--- config.mk ---
export PLATFORM = sky130hd
export DESIGN_NAME = i2c_pwm_ctrl
export DESIGN_NICKNAME = d
export VERILOG_FILES = /design/src/rtl/i2c_pwm_pkg.sv /design/src/rtl/i2c_pwm_channel.sv /design/src/rtl/i2c_pwm_ctrl.sv
export SDC_FILE = /design/constraint.sdc
export NUM_CORES = 1
export LEC_CHECK = 0
export CORE_UTILIZATION = 57
export CTS_BUF_LIST = sky130_fd_sc_hd__clkbuf_8 sky130_fd_sc_hd__clkbuf_16
export DETAILED_ROUTE_END_ITERATION = 10
export GPL_ROUTABILITY_DRIVEN = 0
export PLACE_DENSITY_LB_ADDON = 0.12
export SYNTH_ARGS = -nofsm -noshare
export SYNTH_HDL_FRONTEND = slang
export SYNTH_SLANG_ARGS = --single-unit
--- constraint.sdc ---
create_clock -name clk -period 6.58 [get_ports clk]
set_input_delay 1.316 -clock clk [delete_from_list [all_inputs] [get_ports clk]]
set_output_delay 1.316 -clock clk [all_outputs]
set_load 0.1 [all_outputs]
--- src/rtl/i2c_pwm_pkg.sv ---
// Shared constants, FSM state encoding and helpers for the I2C-controlled LED PWM block.
package i2c_pwm_pkg;

  localparam int NUM_CH     = 8;
  localparam int PWM_PERIOD = 255;

  typedef enum logic [3:0] {
    ST_IDLE,
    ST_ADDR,
    ST_ADDR_ACK,
    ST_REG,
    ST_REG_ACK,
    ST_WDATA,
    ST_WDATA_ACK,
    ST_RDATA,
    ST_RDATA_ACK,
    ST_IGNORE
  } i2c_state_t;

  // Element n is the power-up duty of channel n.
  localparam logic [NUM_CH-1:0][7:0] RESET_DUTY = {
    8'd255, 8'd200, 8'd100, 8'd80, 8'd60, 8'd40, 8'd20, 8'd1
  };

  function automatic logic majority3(input logic [2:0] s);
    return (s[0] & s[1]) | (s[0] & s[2]) | (s[1] & s[2]);
  endfunction

endpackage

--- src/rtl/i2c_pwm_channel.sv ---
// One PWM channel: period-aligned shadow of the duty register, compare and output flop.
module i2c_pwm_channel
  import i2c_pwm_pkg::*;
#(
  parameter logic [7:0] RST_DUTY = 8'd0
) (
  input  logic       clk,
  input  logic       rst,
  input  logic       load,
  input  logic [7:0] duty,
  input  logic [7:0] count,
  output logic       pwm
);

  logic [7:0] shadow;

  always_ff @(posedge clk or posedge rst) begin
    if (rst) begin
      shadow <= RST_DUTY;
      pwm    <= 1'b0;
    end else begin
      if (load) shadow <= duty;
      pwm <= (count < shadow);
    end
  end

endmodule

--- src/rtl/i2c_pwm_ctrl.sv ---
// 8-channel LED PWM controller with an oversampled I2C slave register port (SCL is not a clock).
// Define I2C_PWM_READBACK_EN to allow reading the duty registers back over I2C.
//   state        | meaning
//   ST_IDLE      | bus free, waiting for START
//   ST_ADDR      | shifting in address byte
//   ST_ADDR_ACK  | driving address ACK
//   ST_REG       | shifting in pointer byte
//   ST_REG_ACK   | driving pointer ACK
//   ST_WDATA     | shifting in duty data byte
//   ST_WDATA_ACK | driving data ACK
//   ST_RDATA     | driving duty[pointer] MSB first (readback build)
//   ST_RDATA_ACK | SDA released, sampling master ACK/NACK (readback build)
//   ST_IGNORE    | not addressed, waiting for START/STOP
module i2c_pwm_ctrl
  import i2c_pwm_pkg::*;
#(
  parameter logic [6:0] I2C_ADDR = 7'h42,
  parameter int         DIVIDER  = 1200
) (
  input  logic       clk,
  input  logic       rst,
  input  logic       scl_i,
  input  logic       sda_i,
  output logic       sda_oe,
  output logic [7:0] pwm_out
);

  localparam int PW = $clog2(DIVIDER);

  logic [1:0] scl_sync, sda_sync;
  logic [2:0] scl_hist, sda_hist;
  logic       scl_f, sda_f, scl_q, sda_q;
  logic       scl_rise, scl_fall, start_det, stop_det;

  i2c_state_t state, state_n;
  logic [3:0] bit_cnt, bit_cnt_n;
  logic [7:0] shreg, shreg_n;
  logic [2:0] ptr, ptr_n;
  logic       sda_oe_n;
  logic       duty_we;
  logic       byte_done, addr_ok;
  logic [7:0] duty [NUM_CH];

  logic [PW-1:0] presc;
  logic [7:0]    pwm_cnt;
  logic          tick, period_load;

  // Conditioning flops reset to the idle-bus level so release from reset is edge-free.
  always_ff @(posedge clk or posedge rst) begin
    if (rst) begin
      scl_sync <= '1;
      sda_sync <= '1;
      scl_hist <= '1;
      sda_hist <= '1;
      scl_f    <= 1'b1;
      sda_f    <= 1'b1;
      scl_q    <= 1'b1;
      sda_q    <= 1'b1;
    end else begin
      scl_sync <= {scl_sync[0], scl_i};
      sda_sync <= {sda_sync[0], sda_i};
      scl_hist <= {scl_hist[1:0], scl_sync[1]};
      sda_hist <= {sda_hist[1:0], sda_sync[1]};
      scl_f    <= majority3(scl_hist);
      sda_f    <= majority3(sda_hist);
      scl_q    <= scl_f;
      sda_q    <= sda_f;
    end
  end

  assign scl_rise  = scl_f & ~scl_q;
  assign scl_fall  = ~scl_f & scl_q;
  assign start_det = scl_f & scl_q & ~sda_f & sda_q;
  assign stop_det  = scl_f & scl_q & sda_f & ~sda_q;
  assign byte_done = (bit_cnt == 4'd8);

`ifdef I2C_PWM_READBACK_EN
  assign addr_ok = (shreg[7:1] == I2C_ADDR);
`else
  assign addr_ok = (shreg[7:1] == I2C_ADDR) && !shreg[0];
`endif

  always_ff @(posedge clk or posedge rst) begin
    if (rst) begin
      state   <= ST_IDLE;
      bit_cnt <= '0;
      shreg   <= '0;
      ptr     <= '0;
      sda_oe  <= 1'b0;
      for (int i = 0; i < NUM_CH; i++) duty[i] <= RESET_DUTY[i];
    end else begin
      state   <= state_n;
      bit_cnt <= bit_cnt_n;
      shreg   <= shreg_n;
      ptr     <= ptr_n;
      sda_oe  <= sda_oe_n;
      if (duty_we) duty[ptr] <= shreg;
    end
  end

  // All bus-side changes happen on filtered SCL edges; START/STOP override any state.
  always_comb begin
    state_n   = state;
    bit_cnt_n = bit_cnt;
    shreg_n   = shreg;
    ptr_n     = ptr;
    sda_oe_n  = sda_oe;
    duty_we   = 1'b0;
    if (start_det) begin
      state_n   = ST_ADDR;
      bit_cnt_n = '0;
      sda_oe_n  = 1'b0;
    end else if (stop_det) begin
      state_n  = ST_IDLE;
      sda_oe_n = 1'b0;
    end else begin
      case (state)
        ST_ADDR, ST_REG, ST_WDATA: begin
          if (scl_rise) begin
            shreg_n   = {shreg[6:0], sda_f};
            bit_cnt_n = bit_cnt + 1'b1;
          end else if (scl_fall && byte_done) begin
            sda_oe_n = 1'b1;
            if (state == ST_ADDR) begin
              if (addr_ok) begin
                state_n = ST_ADDR_ACK;
              end else begin
                state_n  = ST_IGNORE;
                sda_oe_n = 1'b0;
              end
            end else if (state == ST_REG) begin
              ptr_n   = shreg[2:0];
              state_n = ST_REG_ACK;
            end else begin
              duty_we = 1'b1;
              ptr_n   = ptr + 1'b1;
              state_n = ST_WDATA_ACK;
            end
          end
        end
        ST_ADDR_ACK, ST_REG_ACK, ST_WDATA_ACK: begin
          if (scl_fall) begin
            sda_oe_n  = 1'b0;
            bit_cnt_n = '0;
            if (state == ST_ADDR_ACK) state_n = ST_REG;
            else                      state_n = ST_WDATA;
`ifdef I2C_PWM_READBACK_EN
            // shreg still holds the address byte here; bit 0 is R/W.
            if (state == ST_ADDR_ACK && shreg[0]) begin
              state_n  = ST_RDATA;
              shreg_n  = duty[ptr];
              sda_oe_n = ~duty[ptr][7];
            end
`endif
          end
        end
`ifdef I2C_PWM_READBACK_EN
        ST_RDATA: begin
          if (scl_rise) begin
            bit_cnt_n = bit_cnt + 1'b1;
          end else if (scl_fall) begin
            if (byte_done) begin
              sda_oe_n = 1'b0;
              ptr_n    = ptr + 1'b1;
              state_n  = ST_RDATA_ACK;
            end else begin
              shreg_n  = {shreg[6:0], 1'b0};
              sda_oe_n = ~shreg[6];
            end
          end
        end
        ST_RDATA_ACK: begin
          if (scl_rise && sda_f) begin
            state_n = ST_IGNORE;
          end else if (scl_fall) begin
            state_n   = ST_RDATA;
            bit_cnt_n = '0;
            shreg_n   = duty[ptr];
            sda_oe_n  = ~duty[ptr][7];
          end
        end
`endif
        ST_IDLE, ST_IGNORE: ;
        default: state_n = ST_IDLE;
      endcase
    end
  end

  assign tick        = (presc == PW'(DIVIDER - 1));
  assign period_load = tick && (pwm_cnt == 8'(PWM_PERIOD - 1));

  always_ff @(posedge clk or posedge rst) begin
    if (rst) begin
      presc   <= '0;
      pwm_cnt <= '0;
    end else begin
      presc <= tick ? '0 : presc + 1'b1;
      if (tick) pwm_cnt <= period_load ? 8'd0 : pwm_cnt + 1'b1;
    end
  end

  for (genvar n = 0; n < NUM_CH; n++) begin : g_ch
    i2c_pwm_channel #(
      .RST_DUTY(RESET_DUTY[n])
    ) u_ch (
      .clk  (clk),
      .rst  (rst),
      .load (period_load),
      .duty (duty[n]),
      .count(pwm_cnt),
      .pwm  (pwm_out[n])
    );
  end

endmodule

; Yosys cells after proc, flatten, opt, wreduce, memory -nomap -nowiden
; Index checks and enable logic that the tools add are counted.
[op_classes]
bitwise_logic = 26
n_addsub = 4
eq_ne = 18
reduce_logical = 16
order_cmp = 10
n_mux = 36
[op_table]
columns = op, count
row1 = bitwise mux 64 bit, 1
row2 = < comparator 8 bit, 8
row3 = 2-to-1 mux 4 bit, 11
row4 = demux 8 bit (select 3 bit), 1
row5 = 2-to-1 mux 8 bit, 2
row6 = AND reduction 4 bit, 4
row7 = 2-to-1 mux 1 bit, 14
row8 = bitwise AND 1 bit, 13
row9 = "equality test 4 x 3 -> 1 bit, second input constant", 3
row10 = "inequality test 4 bit, second input constant", 3
row11 = one-hot mux 4 bit (3 select lines), 1
row12 = "adder 11 x 1 -> 11 bit, second input constant", 1
row13 = "equality test 11 bit, second input constant", 1
row14 = 2-to-1 mux 11 bit, 1
row15 = "inequality test 3 bit, second input constant", 3
row16 = "adder 8 x 1 -> 8 bit, second input constant", 1
row17 = "equality test 4 x 2 -> 1 bit, second input constant", 2
row18 = "equality test 4 bit, second input constant", 2
row19 = "equality test 8 bit, second input constant", 1
row20 = NOT 1 bit, 8
row21 = one-hot mux 4 bit (2 select lines), 1
row22 = "equality test 7 bit, second input constant", 1
row23 = 2-to-1 mux 3 bit, 2
row24 = AND reduction 6 bit, 1
row25 = other kinds (17), 24
[word_totals]
reg_bits = 189
word_cells = 149
out_inout_bits = 9
input_bits = 4

; Longest topological paths before layout
; Gate-level depths: netlist of the first run.
[depth]
word_depth = 9
mapped_depth = 10
depth_no_buf = 7

; Modules after synthesis
; A second synthesis of the first run with hierarchy kept.
[hier_totals]
cells_unflattened = 781
hier_area_um2 = 8911.0
[modules_own_cells]
columns = module, area_each_um2, seq_area_each_um2, n_inst, cells_each
row1 = i2c_pwm_ctrl, 5016.1, 2976.6, 1, 373
row2 = i2c_pwm_channel (g_ch[1].u_ch ...), 485.5, 227.7, 3, 51
row3 = i2c_pwm_channel (g_ch[5].u_ch ...), 486.7, 229.0, 2, 51
row4 = i2c_pwm_channel (g_ch[7].u_ch), 493.0, 235.2, 1, 51
row5 = i2c_pwm_channel (g_ch[3].u_ch), 488.0, 230.2, 1, 51
row6 = i2c_pwm_channel (g_ch[0].u_ch), 484.2, 226.5, 1, 51

; Least setup slack after synthesis of the first run
; Ideal clock, no wire load.
[synth_path]
path_type = register to output
start = reg sda_oe
end = out sda_oe
stages_incl_launch_ff = 1
required_ns = 5.264
slack_ns = 4.371
t_arrival_ns = 0.893
n_path_buf = 0
cell_sequence = dfrtp_1
[synth_rtl]
columns = element, line_no
row1 = from (decl), i2c_pwm_ctrl.sv:24  ; output logic sda_oe,
row2 = from (signal assigned), i2c_pwm_ctrl.sv:96  ; sda_oe <= sda_oe_n;
; No word-level cell between the ends.

; Worst setup path after layout of the first run
[layout_path]
start = reg presc[0]
end = reg g_ch[2].u_ch.shadow[6]
[layout_between]
elab_chain_len = 2
[layout_lines]
columns = element, line_no
row1 = from (decl), i2c_pwm_ctrl.sv:44  ; logic [PW-1:0] presc;
row2 = from (signal assigned), i2c_pwm_ctrl.sv:197  ; presc <= tick ? '0 : presc + 1'b1;
row3 = equality test 11 bit, i2c_pwm_ctrl.sv:189  ; assign tick = (presc == PW'(DIVIDER - 1));
row4 = logical AND 1 bit, i2c_pwm_ctrl.sv:190  ; assign period_load = tick && (pwm_cnt == 8'(PWM_PERIOD - 1));
row5 = to (signal assigned), i2c_pwm_channel.sv:22  ; if (load) shadow <= duty;
row6 = to (decl), i2c_pwm_channel.sv:15  ; logic [7:0] shadow;
; Every way passes these cells.
; A chain may end at the register's enable or synchronous reset.

==> impl_metrics.csv, run 1 <==
group,metric,value,unit
routing,drtIter0Drc,311,
critical_path,critPathMaxFanout,75,
sta,skew,0.00936,ns
layout,regArea,4810,µm²
critical_path,cp-start-kind,"flop",
status,status,"finished, final reports clean",
synth,synth_nets,857,
layout,nets,850,
routing,post-route-drc-count,0,
sta,maxSlewHeadroom,32.0,%
synth,synth_edf_count,0,
critical_path,critPathLaunch,"presc[0]$_DFF_PP0_",
flow_run,cap_violations,0,
layout,most-common-layout-cells,"125 x dfrtp_1, 98 x nand2_1, 71 x o21ai_0, 71 x mux2_2, 64 x dfstp_2",
clocking,hold_buffers,0,
critical_path,rrSetupSlack,3.17,ns
power,peakVddDrop,196,µV
floorplan,dieWidth,127,µm
layout,multi_input_comb_area,3640,µm²
routing,postRouteWirelength,16700,µm
clocking,path_clk_slew,0.07,ns
routing,wire_per_inst,17.0,µm
floorplan,core,15200,µm²
critical_path,cpMaxStageDelayCell,"nor2b_4",
clocking,cts_root_buffer,"clkbuf_16",
global_routing,grt-ovfl-total,0,
routing,viasPerCell,5.57,
global_routing,antenna_found_initial,0,
critical_path,worstSetupPathDepth,6,
floorplan,rows,45,
sta,slew_violations,0,
power,leakage,4.42,nW
critical_path,cp_top_family,"simple AND/OR/NAND/NOR gates",
clocking,cts_resized,0,
min_path,hold_path.class,"reg2reg",
critical_path,cp.arrival,3.69,ns
floorplan,die-height,127,µm
placed_design,port_buffers,12,
clocking,cts_setup_buffers,0,
global_routing,grt_usage,22.9,%
critical_path,worst_r2r_startpoint,"presc[0]$_DFF_PP0_",
min_path,worstHoldPathCells,0,
layout,antenna_cells,0,
routing,first_pass_iters,4,
sta,maxClockFrequency,293,MHz
sta,rsz0062_at_grt,"false",
global_routing,grt_pass1_wl,28400,µm
synth,async_flop_share,100,%
layout,fillCellCount,1188,
floorplan,initial_core_util,58.4,%
sta,finalHoldViolations,0,
synth,ys.flop_type,"dfrtp_1",
layout,area_growth,9.02,%
critical_path,required,6.86,ns
critical_path,crit_buf_inv,1,
layout,drive_gt1_share,22.5,%
clocking,clock_path_buffers,2,
sta,final-setup-viol-count,0,
critical_path,endpoint_kind,"flop",
sta,final.period_utilization,51.8,%
synth,syn_area_per_cell,11.2,µm²
power,power.density,252,nW/µm²
clocking,clk_latency,0.43,ns
critical_path,crit_chain,"ha_1 > and4_1 > and3_1 > nor2b_4 > buf_4 > o21ai_0",
layout,layout_commonest_cell,"dfrtp_1",
synth,yosysWarnings,0,
placed_design,place.detailed.hpwl,10700,µm
layout,design_area,9680,µm²
critical_path,worstRegToRegCells,6,
sta,min_period,3.41,ns
routing,vias,5488,
placed_design,dpl_cell_area,9060,µm²
floorplan,ios,13,
synth,post_synth_num_cell_types,51,
routing,ant_nets,0,
critical_path,critPathCapture,"g_ch[2].u_ch.shadow[6]$_DFFE_PP0N_",
synth,ys_seq_elements,189,
critical_path,max_stage_delay,0.91,ns
synth,syn_inst,791,
synth,synth_seq_area_share,54.2,%
clocking,h-tree-depth,4,
critical_path,crit_type,"reg2reg",
critical_path,r2r-end,"g_ch[2].u_ch.shadow[6]$_DFFE_PP0N_",
clocking,cts_buffers,17,
synth,synth.cell_area,8880,µm²
floorplan,die_area,16100,µm²
clocking,cts_tree,"yes",
sta,worst_pin_slew,1.02,ns
global_routing,grt_max_degree,150,
sta,tns,0,ns
global_routing,grt_pass1_vias,5699,
clocking,numClockSinks,189,
[worst min-delay path by stage]
stage	startpoint	to
after floorplan	scl_sync[1]$_DFF_PP1_	scl_hist[0]$_DFF_PP1_
after global placement	scl_sync[1]$_DFF_PP1_	scl_hist[0]$_DFF_PP1_
after detailed placement	sda_sync[0]$_DFF_PP1_	sda_sync[1]$_DFF_PP1_
after CTS	scl_sync[1]$_DFF_PP1_	scl_hist[0]$_DFF_PP1_
after global routing	sda_sync[1]$_DFF_PP1_	sda_hist[0]$_DFF_PP1_
final	scl_sync[1]$_DFF_PP1_	scl_hist[0]$_DFF_PP1_
[Yosys cell counts, types with 2 or more instances]
master    number  area, µm²
mux2_1         3       33.8
nor4bb_1       2       20.0
a31oi_1       10       62.6
mux2_2        71        800
buf_4          8       60.1
maj3_1         2       20.0
nor4_1         2       12.5
nor2b_1        7       43.8
nand4_1        6       37.5
inv_1         63        236
buf_2         11       55.1
and2_1         4       25.0
and3_1         3       18.8
nand2_1       98        368
nand3_1       25        125
xor2_1         9       78.8
nor3b_4        2       37.5
a21oi_1       24        120
nor2_1        25       93.8
nor4b_1        2       17.5
nand2b_1      13       81.3
ha_1          62        776
mux2i_1        4       40.0
xnor2_1        6       52.6
and4_1         2       17.5
buf_1          3       11.3
nor3b_1        2       15.0
nand3b_2       2       22.5
a21o_1        25        188
dfrtp_1      125       3130
clkbuf_1      17       63.8
dfstp_2       64       1680
o21ai_0       71        355
[area by class of cell]
type	instances	share of cell area [%]
Timing Repair Buffer	14	1.40
Clock buffer	19	4.80
Multi-Input combinational cell	499	37.6
Inverter	63	2.52
Sequential cell	189	49.7
Tap cell	188	2.43
Clock inverter	13	1.58
[state kept, by name (all words and copies together), names as in the netlist, 2 cells and up]
| name | count |
|---|---|
| bit_cnt | 4 |
| g_ch.u_ch.shadow | 64 |
| pwm_cnt | 8 |
| ptr | 3 |
| shreg | 8 |
| sda_sync | 2 |
| sda_hist | 3 |
| g_ch.u_ch.pwm | 8 |
| scl_hist | 3 |
| scl_sync | 2 |
| state | 4 |
| presc | 11 |
| duty | 64 |
[cell families after synthesis]
logic type	count (synthesis)	share of synthesized area [%]
AND/OR/NAND/NOR	203	11.4
AO/OA/AOI/OAI	139	9.23
multiplexers	78	9.84
flip-flops	189	54.2
adder cells (fa/ha/maj)	64	8.97
buffers and inverters	103	4.93
XOR/XNOR	15	1.48
[per-layer routing]
| layer | track usage (%) | vias to the layer above | share of wire, % |
|---|---|---|---|
| li1 | - | 2684 | - |
| met5 | 0 | - | 0 |
| met1 | 30.2 | 2730 | 46 |
| met4 | 8.05 | 0 | 1.3 |
| met3 | 3.96 | 15 | 2.9 |
| met2 | 38.4 | 59 | 50 |
[power breakdown]
part / leakage, nW / total [W] / internal, W / switching, W
combinational: 1.74 / 0.000119 / 0.0000501 / 0.0000692
clock: 0.294 / 0.00106 / 0.000601 / 0.000458
sequential: 2.39 / 0.00126 / 0.00119 / 0.0000714
total: 4.42 / 0.00244 / 0.00184 / 0.000599
[through the flow]
| step | utilization, % | cells | worst slack [ns] | hold slack [ns] | power [W] |
|---|---|---|---|---|---|
| 2_1_floorplan | - | 791 | 0.228 | 0.345 | 0.00136 |
| 3_3_place_gp | 59.6 | 953 | 3.36 | 0.349 | 0.00140 |
| 3_5_place_dp | 59.6 | 953 | 3.22 | 0.348 | 0.00141 |
| 4_1_cts | 63.7 | 985 | 3.20 | 0.361 | 0.00247 |
| 5_1_grt | 63.7 | 985 | 2.84 | 0.358 | 0.00254 |
| 6_report | 63.7 | 985 | 3.17 | 0.358 | 0.00244 |
Power figures use the tool's default switching activity.
==> run 2, diff against run 1 <==
==> constraint.sdc (replaced) <==
create_clock -name clk -period 3 [get_ports clk]
set_input_delay 0.6 -clock clk [delete_from_list [all_inputs] [get_ports clk]]
set_output_delay 0.6 -clock clk [all_outputs]
set_load 0.1 [all_outputs]
==> run 2 against run 1 <==
  * Sequential power increased by 120%
  * Cell count increased by 1.2%
  * Register-to-register slack got worse by 2.5 ns
  * Sequential cell count unchanged
  * Critical endpoint is now duty[41]$_DFFE_PP0P_
  * Worst hold slack got worse by 0.0040 ns
  * Total power increased by 110%
  * Critical path type unchanged
  * Largest cell class unchanged
  * Non-clock buffer count increased by 12
  * Largest power group unchanged
  * Utilization increased by 0.15 points
  * Highest routed layer unchanged
  * Count of clock-buffer cells in the layout increased by 1
==> impl_metrics.csv, run 2 (synthesized netlist as in run 1, its figures left out) <==
group,metric,value,unit
critical_path,endpoint_kind,"flop",
power,power_frac_seq,54.4,%
routing,viasPerCell,5.67,
layout,multi_input_comb_area,3640,µm²
global_routing,grt_usage,23.8,%
layout,most-common-layout-cells,"125 x dfrtp_1, 98 x nand2_1, 71 x o21ai_0, 71 x mux2_2, 65 x inv_1",
global_routing,grt_pass1_vias,5674,
global_routing,grt-ovfl-total,0,
sta,min_period,2.30,ns
power,leakage,4.49,nW
floorplan,core,15200,µm²
sta,worst_pin_slew,0.613,ns
floorplan,die_area,16100,µm²
clocking,clk_latency,0.43,ns
sta,maxClockFrequency,435,MHz
clocking,clock_path_buffers,2,
clocking,cts_buffers,17,
clocking,cts_root_buffer,"clkbuf_16",
global_routing,antenna_found_initial,0,
global_routing,grt_pass1_wl,29100,µm
critical_path,crit_type,"reg2reg",
sta,setup_slack,0.702,ns
sta,tns,0,ns
routing,ant_nets,0,
power,power.density,526,nW/µm²
layout,layout_commonest_cell,"dfrtp_1",
sta,finalHoldViolations,0,
layout,area_growth,9.28,%
power,p_int,0.00385,W
layout,reg.largest.list,"duty: 64 flops, g_ch.u_ch.shadow: 64 flops, presc: 11 flops",
clocking,cts_resized,0,
flow_run,cap_violations,0,
clocking,h-tree-depth,4,
routing,drtIter0Drc,520,
floorplan,dieWidth,127,µm
global_routing,grt_max_degree,80,
critical_path,required,3.32,ns
power,power.share.clock,40.2,%
layout,antenna_cells,0,
sta,final.period_utilization,76.6,%
routing,post-route-drc-count,0,
power,power.share.switching,24.5,%
placed_design,port_buffers,12,
power,power_frac_comb,5.4,%
floorplan,rows,45,
floorplan,initial_core_util,58.4,%
layout,nets,862,
floorplan,die-height,127,µm
sta,skew,0.00920,ns
routing,postRouteWirelength,17600,µm
clocking,cts_setup_buffers,0,
layout,regArea,4810,µm²
critical_path,cp.arrival,2.61,ns
floorplan,ios,13,
clocking,numClockSinks,189,
placed_design,place.detailed.hpwl,11500,µm
power,peakVddDrop,409,µV
clocking,path_clk_slew,0.07,ns
sta,final-setup-viol-count,0,
layout,drive_gt1_share,24.4,%
status,status,"finished, final reports clean",
sta,rsz0062_at_grt,"false",
critical_path,critPathMaxFanout,8,
clocking,cts_tree,"yes",
sta,maxSlewHeadroom,59.2,%
routing,first_pass_iters,6,
clocking,hold_buffers,0,
routing,vias,5657,
sta,slew_violations,0,
critical_path,cp-start-kind,"flop",
power,p_switching,0.00125,W
routing,wire_per_inst,17.6,µm
layout,fillCellCount,1172,
min_path,hold_path.class,"reg2reg",
placed_design,pre_cts_ws,0.721,ns
==> run 2: cell types whose count changed in the layout (fill, tap and decap cells not counted) <==
cell / delta
clkbuf_8: +2
buf_12: +3
inv_6: -2
buf_4: +18
clkbuf_16: -1
clkdlybuf4s50_1: -9
inv_8: -2
inv_1: +3
bufinv_16: -2
clkinv_4: -2
clkinv_2: +3
inv_4: +1
==> run 2: layer usage <==
| metal | track usage [%] | vias up | routed length (µm) |
|---|---|---|---|
| met4 | 7.63 | 0 | 238 |
| met5 | 0 | - | 0 |
| met1 | 31.7 | 2859 | 8220 |
| li1 | - | 2698 | - |
| met2 | 39.4 | 82 | 8580 |
| met3 | 4.64 | 18 | 556 |
==> run 2: cell type report <==
class	instances	share of cell area (%)
well taps	188	2.43
multi-input cells	499	37.5
inverters	63	2.48
clock inverters	12	0.735
flip-flops and latches	189	49.6
clock buffers	20	4.81
repair buffers	26	2.48
==> run 2: worst max-delay path: stages, from the launching register on <==
cell and delay [ns]:
dfrtp_1 0.43, inv_1 0.08, ha_1 0.16, nand3b_1 0.09, and4bb_1 0.28, nand2b_1 0.25, nor3b_4 0.49, mux2_2 0.38
==> run 2: path summary, 6_finish.rpt <==
kind                                   startpoint                            endpoint  slack (ns)  cells after the start
setup / recovery           bit_cnt[0]$_DFFE_PP0P_                duty[41]$_DFFE_PP0P_        0.70                      7
hold / removal              scl_sync[1]$_DFF_PP1_               scl_hist[0]$_DFF_PP1_        0.35                      0
setup reg to reg           bit_cnt[0]$_DFFE_PP0P_                duty[41]$_DFFE_PP0P_        0.70                      7
hold reg to reg             scl_sync[1]$_DFF_PP1_               scl_hist[0]$_DFF_PP1_        0.35                      0
max in group asynchronous                     rst  g_ch[0].u_ch.shadow[0]$_DFFE_PP1N_        1.69                      3
min in group asynchronous                     rst  g_ch[4].u_ch.shadow[7]$_DFFE_PP0N_        0.54                      2
==> run 2: power by group through the flow <==
stage               registers, W  clock network (W)  logic (W)
detailed placement       0.00281                  0   0.000277
global route             0.00278            0.00221   0.000311
finish                   0.00277            0.00205   0.000275
global placement         0.00281                  0   0.000266
CTS                      0.00277            0.00210   0.000278
floorplan                0.00270                  0   0.000281
==> run 2: stage by stage <==
stage	power, W	utilization (%)	cells	instance area [µm²]	hold WS, ns
after floorplan	0.00298	-	791	8880	0.345
after global placement	0.00307	60.3	965	9160	0.349
after detailed placement	0.00309	60.3	965	9160	0.348
after CTS	0.00515	63.8	997	9700	0.357
after global routing	0.00530	63.8	997	9700	0.359
final	0.00510	63.8	997	9700	0.354
==> run 3, diff against run 2 <==
==> constraint.sdc (replaced) <==
create_clock -name clk -period 1.9 [get_ports clk]
set_input_delay 0.38 -clock clk [delete_from_list [all_inputs] [get_ports clk]]
set_output_delay 0.38 -clock clk [all_outputs]
set_load 0.1 [all_outputs]
==> run 3 against run 2 <==
  * The run now ends with setup timing left
  * Sequential cell count did not move
  * Count of clock-buffer cells in the layout fell by 2
  * Total power rose by 68%
  * Routed wire length rose by 5.6%
  * Critical path type unchanged
  * Critical endpoint is now duty[49]$_DFFE_PP0P_
  * Highest routed layer unchanged
==> impl_metrics.csv, run 3 (synthesized netlist as in run 1, its figures left out) <==
group,metric,value,unit
critical_path,endpoint_kind,"flop",
global_routing,antenna_found_initial,0,
sta,setup_slack,-0.0963,ns
placed_design,pre_cts_ws,-0.168,ns
sta,final.period_utilization,105,%
critical_path,worst_r2r_startpoint,"state[1]$_DFFE_PP0P_",
floorplan,dieWidth,127,µm
sta,finalHoldViolations,0,
layout,layout_commonest_cell,"dfrtp_1",
clocking,cts_root_buffer,"clkbuf_16",
sta,min_period,2.00,ns
sta,slew_violations,0,
status,failed_checks,"setup timing",
routing,wire_per_inst,17.8,µm
clocking,clock_path_buffers,2,
power,peakVddDrop,673,µV
layout,most-common-layout-cells,"125 x dfrtp_1, 97 x nand2_1, 71 x o21ai_0, 65 x inv_1, 64 x dfstp_2",
critical_path,crit_type,"reg2reg",
global_routing,grt_pass1_wl,30200,µm
flow_run,cap_violations,0,
routing,vias,5905,
global_routing,grt_max_degree,53,
clocking,cts_buffers,17,
critical_path,critPathLaunch,"state[1]$_DFFE_PP0P_",
clocking,clk_latency,0.43,ns
sta,maxClockFrequency,501,MHz
placed_design,place_inst,1003,
routing,viasPerCell,5.66,
sta,worst_pin_slew,0.578,ns
layout,reg.largest.list,"duty: 64 flops, g_ch.u_ch.shadow: 64 flops, presc: 11 flops",
floorplan,core,15200,µm²
status,status,"finished with violations",
critical_path,critPathMaxFanout,8,
critical_path,r2r-end,"duty[49]$_DFFE_PP0P_",
sta,skew,0.0103,ns
critical_path,cp-start-kind,"flop",
critical_path,required,2.20,ns
floorplan,ios,13,
clocking,cts_tree,"yes",
placed_design,port_buffers,12,
layout,drive_gt1_share,30.3,%
sta,maxSlewHeadroom,61.4,%
critical_path,max_stage_delay,0.40,ns
power,power.density,824,nW/µm²
sta,final-setup-viol-count,28,
routing,wl_met3,656,µm
routing,drtIter0Drc,403,
floorplan,die_area,16100,µm²
min_path,hold_path.class,"in2async",
critical_path,crit_chain,"nor4bb_2 > and4bb_1 > nand2b_1 > buf_6 > nor3b_4 > buf_12 > mux2_4",
power,leakage,4.85,nW
critical_path,cp.arrival,2.30,ns
critical_path,worstRegToRegCells,7,
clocking,hold_buffers,0,
critical_path,rrSetupSlack,-0.1,ns
global_routing,grt_usage,24.7,%
layout,area_growth,17.2,%
global_routing,grt_pass1_vias,6164,
critical_path,crit_buf_inv,2,
clocking,path_clk_slew,0.07,ns
routing,ant_nets,0,
placed_design,place.detailed.hpwl,12100,µm
layout,nets,908,
layout,stdcell_count,1043,
clocking,numClockSinks,189,
routing,postRouteWirelength,18600,µm
floorplan,rows,45,
floorplan,initial_core_util,58.4,%
routing,first_pass_iters,5,
routing,post-route-drc-count,0,
critical_path,cpMaxStageDelayCell,"dfrtp_1",
floorplan,die-height,127,µm
global_routing,grt-ovfl-total,0,
routing,highest_layer,"met4",
sta,rsz0062_at_grt,"true",
critical_path,cp_top_family,"simple AND/OR/NAND/NOR gates",
routing,route.met2.wl,9290,µm
clocking,h-tree-depth,4,
layout,antenna_cells,0,
routing,drt-met1-wl,8130,µm
## run 3: cell types whose count changed in the layout (fill, tap and decap cells not counted), sizes merged
| cell | delta |
|---|---|
| buf | +45 |
| bufinv | +2 |
| clkbuf | -1 |
| clkinv | -1 |
| inv | +1 |
## run 3: layout make-up
type                       instances  area, µm²
sequential                       189       4810
fill                            1102       4800
multi-input combinational        499       3810
timing repair buffer              72        731
clock buffer                      18        439
inverter                          63        240
tap                              188        235
clock inverter                    14        131
## run 3: timing repair
item | in CTS | in global routing
gates cloned | 0 | 1
endpoints found under the setup margin | 79 | 138
setup buffers | 3 | 4
gates resized for setup | 23 | 11
pin swaps | 4 | 4
## run 3: metrics by stage
step	hold slack, ns	utilization [%]	instance area (µm²)	total power, W	setup TNS, ns
floorplan	0.345	-	8940	0.00471	-126.51
global placement	0.350	63.3	9620	0.00507	-6.23
detailed placement	0.347	63.3	9620	0.00512	-6.63
CTS	0.309	67.8	10300	0.00859	-1.77
global route	0.326	68.4	10400	0.00885	-5.18
finish	0.310	68.4	10400	0.00857	-1.44
## run 3: report_power, final
part | switching [W] | leakage, nW | internal (W)
sequential | 0.0000595 | 2.39 | 0.00414
clock | 0.00148 | 0.293 | 0.00195
combinational | 0.000540 | 2.17 | 0.000397
total | 0.00208 | 4.85 | 0.00649
## run 3: per-layer routing
metal / up-vias / global-route usage [%]
met4: 0 / 11.0
li1: 2794 / -
met2: 128 / 42.1
met3: 38 / 5.57
met5: - / 0
met1: 2945 / 30.2
## run 3: how the worst max path moves through the flow
stage	slack, ns	to	cells past startpoint
2_1_floorplan	-0.86	bit_cnt[0]$_DFFE_PP0P_	1
3_3_place_gp	-0.17	duty[53]$_DFFE_PP0P_	7
3_5_place_dp	-0.17	duty[49]$_DFFE_PP0P_	7
4_1_cts	-0.10	duty[49]$_DFFE_PP0P_	7
5_1_grt	-0.19	duty[49]$_DFFE_PP0P_	7
6_report	-0.1	duty[49]$_DFFE_PP0P_	7
